### src/rtl/tetris_pixel_renderer.sv
// tetris_pixel_renderer
//   Overlays NUM_BLOCKS falling-piece cells onto the background pixel stream
//   coming from the VGA address generator / background ROM. Every cell is a
//   CELL_SIZE square drawn in a per-type palette colour with a 1-pixel black
//   outline. Cell positions are double-buffered and committed at frame start.
//   A game-over mode blinks the cells every 2^BLINK_LOG2 frames.
//   The pipeline has a fixed latency of 3 cycles and never stalls.
//
// Ports
//   clock          system clock, rising edge
//   resetn         asynchronous active-low reset
//   address        current pixel address (y*H_RES + x)
//   addr_valid     address/color_in valid this cycle
//   color_in       background colour for address
//   blk_x, blk_y   packed cell origins, block i at [i*COORD_W +: COORD_W]
//   blk_type       piece type shared by all cells
//   pos_load       one-cycle pulse capturing blk_x/blk_y/blk_type
//   game_over      level, enables blinking
//   color_out      final pixel colour
//   color_valid    color_out valid (addr_valid delayed by 3)
//   frame_count    frames started since reset, wraps
//   update_pending captured position not yet committed
module tetris_pixel_renderer #(
  parameter int NUM_BLOCKS = 4,
  parameter int CELL_SIZE  = 20,
  parameter int COORD_W    = 10,
  parameter int ADDR_W     = 19,
  parameter int H_RES      = 640,
  parameter int V_RES      = 480,
  parameter int COLOR_W    = 24,
  parameter int BLINK_LOG2 = 4
) (
  input  logic                          clock,
  input  logic                          resetn,
  input  logic [ADDR_W-1:0]             address,
  input  logic                          addr_valid,
  input  logic [COLOR_W-1:0]            color_in,
  input  logic [NUM_BLOCKS*COORD_W-1:0] blk_x,
  input  logic [NUM_BLOCKS*COORD_W-1:0] blk_y,
  input  logic [2:0]                    blk_type,
  input  logic                          pos_load,
  input  logic                          game_over,
  output logic [COLOR_W-1:0]            color_out,
  output logic                          color_valid,
  output logic [7:0]                    frame_count,
  output logic                          update_pending
);

  localparam int unsigned NPIX = H_RES * V_RES;
  localparam int unsigned PW   = (COLOR_W < 24) ? COLOR_W : 24;
  localparam int unsigned BW   = NUM_BLOCKS * COORD_W;

  localparam logic [COORD_W:0]   CELL_EXT  = (COORD_W+1)'(CELL_SIZE);
  localparam logic [COORD_W-1:0] CELL_LAST = COORD_W'(CELL_SIZE - 1);

  function automatic logic [COLOR_W-1:0] palette(input logic [2:0] t);
    logic [23:0]        p;
    logic [COLOR_W-1:0] r;
    case (t)
      3'd0:    p = 24'h00ffff;
      3'd1:    p = 24'hffff00;
      3'd2:    p = 24'h800080;
      3'd3:    p = 24'h00ff00;
      3'd4:    p = 24'hff0000;
      3'd5:    p = 24'h0000ff;
      3'd6:    p = 24'hff8000;
      default: p = 24'hffffff;
    endcase
    r = '0;
    r[PW-1:0] = p[PW-1:0];
    return r;
  endfunction

  // ---------------------------------------------------------------------------
  // Position double buffer
  // ---------------------------------------------------------------------------
  logic          frame_start;
  logic [BW-1:0] pend_x, pend_y, act_x, act_y;
  logic [2:0]    pend_type, act_type;

  assign frame_start = addr_valid && (address == '0);

  // A load coinciding with frame start bypasses the pending buffer so the
  // frame that is just starting already uses the new positions.
  always_ff @(posedge clock or negedge resetn) begin
    if (!resetn) begin
      pend_x         <= '1;
      pend_y         <= '1;
      pend_type      <= '0;
      act_x          <= '1;
      act_y          <= '1;
      act_type       <= '0;
      update_pending <= 1'b0;
    end else begin
      if (pos_load) begin
        pend_x    <= blk_x;
        pend_y    <= blk_y;
        pend_type <= blk_type;
      end
      if (frame_start && pos_load) begin
        act_x          <= blk_x;
        act_y          <= blk_y;
        act_type       <= blk_type;
        update_pending <= 1'b0;
      end else if (frame_start && update_pending) begin
        act_x          <= pend_x;
        act_y          <= pend_y;
        act_type       <= pend_type;
        update_pending <= 1'b0;
      end else if (pos_load) begin
        update_pending <= 1'b1;
      end
    end
  end

  always_ff @(posedge clock or negedge resetn) begin
    if (!resetn) begin
      frame_count <= '0;
    end else if (frame_start) begin
      frame_count <= frame_count + 8'd1;
    end
  end

  // ---------------------------------------------------------------------------
  // S1: address -> (x, y)
  // ---------------------------------------------------------------------------
  logic               s1_valid, s1_oor;
  logic [COORD_W-1:0] s1_x, s1_y;
  logic [COLOR_W-1:0] s1_color;

  always_ff @(posedge clock or negedge resetn) begin
    if (!resetn) begin
      s1_valid <= 1'b0;
      s1_oor   <= 1'b0;
      s1_x     <= '0;
      s1_y     <= '0;
      s1_color <= '0;
    end else begin
      s1_valid <= addr_valid;
      s1_oor   <= (address >= ADDR_W'(NPIX));
      s1_x     <= COORD_W'(address % ADDR_W'(H_RES));
      s1_y     <= COORD_W'(address / ADDR_W'(H_RES));
      s1_color <= color_in;
    end
  end

  // ---------------------------------------------------------------------------
  // S2: per-cell hit test, lowest index wins
  // ---------------------------------------------------------------------------
  logic               hit_any, edge_any, blank;
  logic               in_x, in_y;
  logic [COORD_W-1:0] bx, by, lx, ly;

  assign blank = game_over && frame_count[BLINK_LOG2];

  // Upper bounds use one extra bit so an all-ones origin cannot wrap around
  // and match small coordinates.
  always_comb begin
    hit_any  = 1'b0;
    edge_any = 1'b0;
    in_x     = 1'b0;
    in_y     = 1'b0;
    bx       = '0;
    by       = '0;
    lx       = '0;
    ly       = '0;
    for (int unsigned i = 0; i < NUM_BLOCKS; i++) begin
      bx   = act_x[i*COORD_W +: COORD_W];
      by   = act_y[i*COORD_W +: COORD_W];
      in_x = (s1_x >= bx) && ({1'b0, s1_x} < ({1'b0, bx} + CELL_EXT));
      in_y = (s1_y >= by) && ({1'b0, s1_y} < ({1'b0, by} + CELL_EXT));
      lx   = s1_x - bx;
      ly   = s1_y - by;
      if (in_x && in_y && !hit_any) begin
        hit_any  = 1'b1;
        edge_any = (lx == '0) || (lx == CELL_LAST) ||
                   (ly == '0) || (ly == CELL_LAST);
      end
    end
  end

  logic               s2_valid, s2_show, s2_edge;
  logic [2:0]         s2_type;
  logic [COLOR_W-1:0] s2_color;

  always_ff @(posedge clock or negedge resetn) begin
    if (!resetn) begin
      s2_valid <= 1'b0;
      s2_show  <= 1'b0;
      s2_edge  <= 1'b0;
      s2_type  <= '0;
      s2_color <= '0;
    end else begin
      s2_valid <= s1_valid;
      s2_show  <= hit_any && !s1_oor && !blank;
      s2_edge  <= edge_any;
      s2_type  <= act_type;
      s2_color <= s1_color;
    end
  end

  // ---------------------------------------------------------------------------
  // S3: colour select
  // ---------------------------------------------------------------------------
  always_ff @(posedge clock or negedge resetn) begin
    if (!resetn) begin
      color_valid <= 1'b0;
      color_out   <= '0;
    end else begin
      color_valid <= s2_valid;
      if (!s2_show) begin
        color_out <= s2_color;
      end else if (s2_edge) begin
        color_out <= '0;
      end else begin
        color_out <= palette(s2_type);
      end
    end
  end

endmodule

### config.mk
export PLATFORM = sky130hd
export DESIGN_NAME = tetris_pixel_renderer
export DESIGN_NICKNAME = d
export VERILOG_FILES = /design/src/rtl/tetris_pixel_renderer.sv
export SDC_FILE = /design/constraint.sdc
export NUM_CORES = 1
export LEC_CHECK = 0
export CORE_UTILIZATION = 40
export CTS_CLUSTER_SIZE = 28
export DETAILED_ROUTE_END_ITERATION = 16
export PLACE_DENSITY = 0.66
export SYNTH_ARGS = -nofsm -noshare
export SYNTH_HDL_FRONTEND = slang
export SYNTH_SLANG_ARGS = --single-unit
### constraint.sdc
create_clock -name clock -period 2.95 [get_ports clock]
set_clock_uncertainty 0.15 [all_clocks]
set_input_delay 0.7375 -clock clock [delete_from_list [all_inputs] [get_ports clock]]
set_output_delay 0.7375 -clock clock [all_outputs]
set_load 0.02 [all_outputs]
==> After elaboration in Yosys (flattened, before gate mapping) <==
Cells that the tools add are included.
{ "totals": {"register_bits": 276, "inputBits": 131, "out_inout_bits": 34, "word_cells": 140} }
{ "classes": {"n_addsub": 17, "div_mod_pow": 2, "magnitude_cmp": 17, "eq_ne": 14, "mux": 20, "reduce_logical": 50} }
{ "ops": {"columns": ["cell", "n"], "rows": [
  ["case mux 24 bit (7 select lines)", 1],
  ["2-to-1 mux 40 bit", 4],
  ["adder 10 x 5 -> 11 bit (second input constant)", 8],
  ["less-than comparator 10 x 11 -> 1 bit", 8],
  ["equality test 10 x 5 -> 1 bit (second input constant)", 8],
  [">= comparator 10 bit", 8],
  ["logical NOT 10 bit", 8],
  ["subtractor 10 bit", 8],
  ["2-to-1 mux 24 bit", 2],
  ["logical AND 1 bit", 21],
  ["divider 19 x 10 -> 19 bit (second input constant)", 1],
  [">= comparator 19 bit (second input constant)", 1],
  ["logical NOT 19 bit", 1],
  ["modulo 19 x 10 -> 19 bit (second input constant)", 1],
  ["logical OR 1 bit", 12],
  ["2-to-1 mux 1 bit", 11],
  ["equality test 3 bit (second input constant)", 3],
  ["adder 8 x 1 -> 8 bit (second input constant)", 1],
  ["equality test 3 x 2 -> 1 bit (second input constant)", 2],
  ["2-to-1 mux 3 bit", 2],
  ["logical NOT 1 bit", 5],
  ["equality test 3 x 1 -> 1 bit (second input constant)", 1],
  ["logical NOT 3 bit", 1],
  ["nonzero test 3 bit", 1],
  ["nonzero test 2 bit", 1]
]} }

==> Logic depth before layout (Yosys ltp) <==
{ "logic_depth": {"depth_word": 16, "mapped_depth": 19, "mapped_depth_nobuf": 17} }

==> Worst setup path before layout <==
No wires, ideal clock.
{ "synth_path": {"path_kind": "input -> register", "startpoint": "input port address[17]", "endpoint": "register s1_x[7]", "setup_ns": 0.123, "t_arrival_ns": 3.992, "required_time_ns": 2.677, "setup_slack_ns": -1.314, "stages": 15, "n_path_buf": 1, "path_cell_list": "buf_2 -> or3b_4 -> a31o_1 -> or3_1 -> a21oi_1 -> o31a_4 -> inv_4 -> a2111oi_2 -> o32ai_2 -> a211oi_1 -> and4bb_4 -> or3_1 -> a21oi_1 -> o211ai_2 -> xnor2_1"} }
{ "synth_between": {"elab_chain_len": 1} }
{ "synth_lines": {"columns": ["element", "line_no", "source"], "rows": [
  ["start: declaration", "35", "input logic [ADDR_W-1:0] address,"],
  ["modulo 19 x 10 -> 19 bit", "141", "s1_x <= COORD_W'(address % ADDR_W'(H_RES));"],
  ["end signal: assignment", "141", null],
  ["end: declaration", "128", "logic [COORD_W-1:0] s1_x, s1_y;"]
]} }
Every way passes these cells.
A chain may end at the register's enable or synchronous reset.

==> Final worst setup path <==
Same ends and word-level chain as after synthesis.

==> key figures <==
Outcome
  – Result of the run: finished with violations
  – Failing checks: negative setup slack

Floorplanning
  – Number of cell rows: 75
  – Placeable core region: 42300 µm²
  – Die height: 210 µm
  – Effective utilization at floorplan: 0.409
  – Number of primary I/O pins: 165
  – Die Span X: 210 µm
  – Overall die area: 44100 µm²

Route
  – Via total after detailed routing: 13900
  – Number of design-rule violations left by the first detailed-router iteration: 648
  – Routed wire length per instance: 16.1 µm
  – Sum of routed wire length over all layers: 44500 µm
  – Via count normalized by instance count: 5.05
  – Number of search-and-repair iterations in the first detailed-routing pass: 5
  – Final antenna-violating net count: 0
  – DRC violations left: 0

Timing
  – Final setup margin: -1.11 ns
  – Pins Over Slew Limit: 0
  – Slew @ Worst Pin: 0.597 ns
  – Peak clock frequency supported by timing: 0.246 GHz
  – Final Hold Violating Endpoints: 0
  – Slew headroom: 0.598
  – Final worst path period need: 4.06 ns
  – Setup repair after global routing missed its margin: yes
  – Post-route clock period utilization: 1.38
  – Total of endpoints with negative setup slack in the final report: 9

Critical path
  – CP endpoint kind: flop
  – Required time of the worst setup path: 3.28 ns
  – Reg-to-reg setup timing slack: -0.37 ns
  – Type of the worst setup path: input pin to flop
  – Origin of the critical flop-to-flop path: s1_y[0]
  – Worst-path maximum fanout: 6
  – Data arrival, critical path: 4.39 ns
  – Category of the worst setup path launch point: input pin
  – Depth of the worst register-to-register path: 18
  – End of the worst register-to-register path: s2_edge

Synthesis
  – Leading post-synthesis cells by cell area: dfstp_2 24%, dfrtp_1 17%, ha_1 11%
  – Post-synthesis cell area: 17300 µm²
  – Commonest register cell after synthesis: dfstp_2
  – Share of flip-flops with an asynchronous set or reset: 1.00
  – Synth Area per Inst: 10.2 µm²
  – Count of yosys warnings during synthesis: 0
  – Portion of the post-synthesis area used by sequential elements: 0.411
  – Most common cell in the netlist: dfstp_2
  – Number of enable-type register cells in the synthesized netlist: 0
  – Net Count, Synth: 1984
  – Cell taking the most area after synthesis: dfstp_2
  – Synth top cells by count: 160 x dfstp_2, 154 x ha_1, 149 x inv_1, 148 x o21ai_0, 116 x dfrtp_1
  – Portion of synthesized cell area occupied by the leading cell type: 0.243
  – Number of flip-flops and latches in the synthesized netlist: 276
  – Number of instances in the synthesized netlist: 1691
  – Number of distinct library cells after synthesis: 91

Clock network
  – Worst-path clk slew: 0.06 ns
  – Clock latency on the worst-skew pair: 0.58 ns
  – Root buffer cell: clkbuf_16
  – Number of buffers created by CTS: 30
  – Clock sink count: 276
  – Clock tree from TritonCTS: done
  – Largest buffer count on any clock path: 3
  – CTS H-tree lvls: 1

Pwr
  – Power density of the placed cells: 521 nW/µm²
  – Pleak: 0.0105 µW
  – Worst ir drop on vdd: 431 µV
  – Clock Power Share: 0.300
  – Sequential fraction of design power: 0.348
  – Logic gate share of total power: 0.353
  – Total design power: 12500 µW
  – Internal power component: 8670 µW
  – Switching power: 3870 µW
  – Net switching fraction of the power: 0.309

Global routing
  – Largest net degree at the start of global routing: 66
  – Overflow after GRT: 0
  – Vias in the first global route: 14200
  – Number of antenna violations at the first check in global routing: 1
  – Wire length of the first global-routing pass: 72200 µm
  – GRT Util Overall: 0.202

Place
  – HPWL after DPL: 32800 µm
  – Global placement routability congestion: 0.913
  – Number of input and output port buffers inserted: 164
  – Number of instances in the placed design: 2657
  – Worst slack, placed: -2.11 ns
  – Post-DP Area: 21900 µm²

Flow run
  – Number of maximum-capacitance constraint violations: 0

Cells and area
  – Final non-filler cell area: 24100 µm²
  – Share of final-layout standard cells stronger than drive strength 1: 0.369
  – Final cell count without fillers: 2757
  – Number of nets at the end of the flow: 2448
  – Area grow syn2layout: 39.1%

Hold path
  – Min-Delay Path Class: flop to flop
  – Worst min-delay path endpoint: s2_color[2]
  – Startpoint of the lowest-slack hold path: s1_color[2]
  – Hold Path Cell Cnt: 0
## stage by stage
stage	util	setup TNS (ns)	hold WS, ns
detailed placement	0.517	-42.64	0.185
global placement	0.517	-41.33	0.181
global route	0.569	-7.44	0.203
finish	0.569	-6.56	0.193
CTS	0.561	-5.51	0.195
floorplan	-	-6.69	0.181
## placed cells by master, fill, tap and decap left out, drive strengths merged, types with 4 or more instances in the layout
master	count
nor2b	24
o2111ai	15
clkinvlp	4
dfrtp	116
a31oi	6
nand4	20
nand3	16
xnor2	86
o21ai	152
o211ai	11
mux2	104
inv	152
and3	8
fa	8
nor2	62
clkdlybuf4s50	155
a2111oi	5
xor2	28
mux2i	69
a221oi	5
nand2	103
o32ai	4
and2	5
o21bai	15
a21o	76
or3	4
buf	337
nor3	22
o31ai	10
dfstp	160
a21oi	97
nor3b	5
clkbuf	43
a211oi	5
o21a	14
clkinv	8
ha	154
o22ai	4
nor4	13
nand2b	9
## critical path, stage by stage
cell	delay, ns
buf_8	0.10
buf_6	0.12
buf_12	0.12
buf_6	0.11
mux2i_1	0.20
o31ai_2	0.14
a31oi_2	0.23
buf_4	0.17
nand3_1	0.09
a21oi_2	0.17
o31a_4	0.20
inv_8	0.06
a2111oi_4	0.40
o32ai_4	0.18
buf_4	0.17
o2111ai_2	0.07
and4bb_4	0.31
nor4_2	0.05
or3_4	0.39
o211ai_4	0.21
xnor2_1	0.15
## cells by family after synthesis
group,after synthesis,share of synthesized area
AO/OA/AOI/OAI,445,0.167
flip-flops,276,0.411
buffers and inverters,214,0.0481
AND/OR/NAND/NOR,306,0.0876
XOR/XNOR,114,0.0581
adder cells (fa/ha/maj),163,0.121
multiplexers,173,0.108
## worst max path at each step
stage                          to  slack [ns]  cells after the start         from
after floorplan           s1_x[7]       -1.25                     15  address[18]
after global placement    s1_x[7]       -1.98                     17  address[18]
after detailed placement  s1_x[7]       -2.11                     17  address[18]
after CTS                 s1_x[7]       -0.96                     17  address[18]
after global routing      s1_x[8]       -1.21                     21  address[17]
final                     s1_x[7]       -1.11                     21  address[17]
## repair_timing
action,in CTS,in global routing
endpoints found under the setup margin,10,9
gates resized for setup,155,56
setup buffers,34,11
pin swaps,113,59
hold endpoints to repair,23,0
hold buffers,1,0
## power by group through the flow
stage	Combinational, µW	Sequential, µW	Clock (µW)
floorplan	2020	4550	0
global route	4830	4390	4030
finish	4430	4360	3760
detailed placement	3800	4430	0
CTS	4270	4360	3880
global placement	3700	4420	0
## final cells by class
cell class                      count  area [µm²]
Antenna cell                        1        2.50
Clock buffer                       43         882
Clock inverter                     13         109
Fill cell                        3597       18300
Inverter                          152         584
Multi-Input combinational cell   1201       10300
Sequential cell                   276        7110
Tap cell                          577         722
Timing Repair Buffer              494        4390
## flip-flops by register name, indices dropped and copies added, names as in the netlist, 8 cells and up
register and cells:
s1_x 10, s1_y 10, frame_count 8, act_y 40, act_x 40, pend_y 40
color_out 24, pend_x 40, s2_color 24, s1_color 24
## per-layer routing
layer  GRT usage  wire length (µm)  up-vias  part of all wire
met1       0.268             20400     6682              0.46
met2       0.343             21300      249              0.48
met4      0.0554              1010        0             0.023
met5           0                 0        -                 0
met3      0.0316              1820       69             0.041
li1            -                 -     6928                 -
Note: power is estimated with default switching activity, not from simulation.
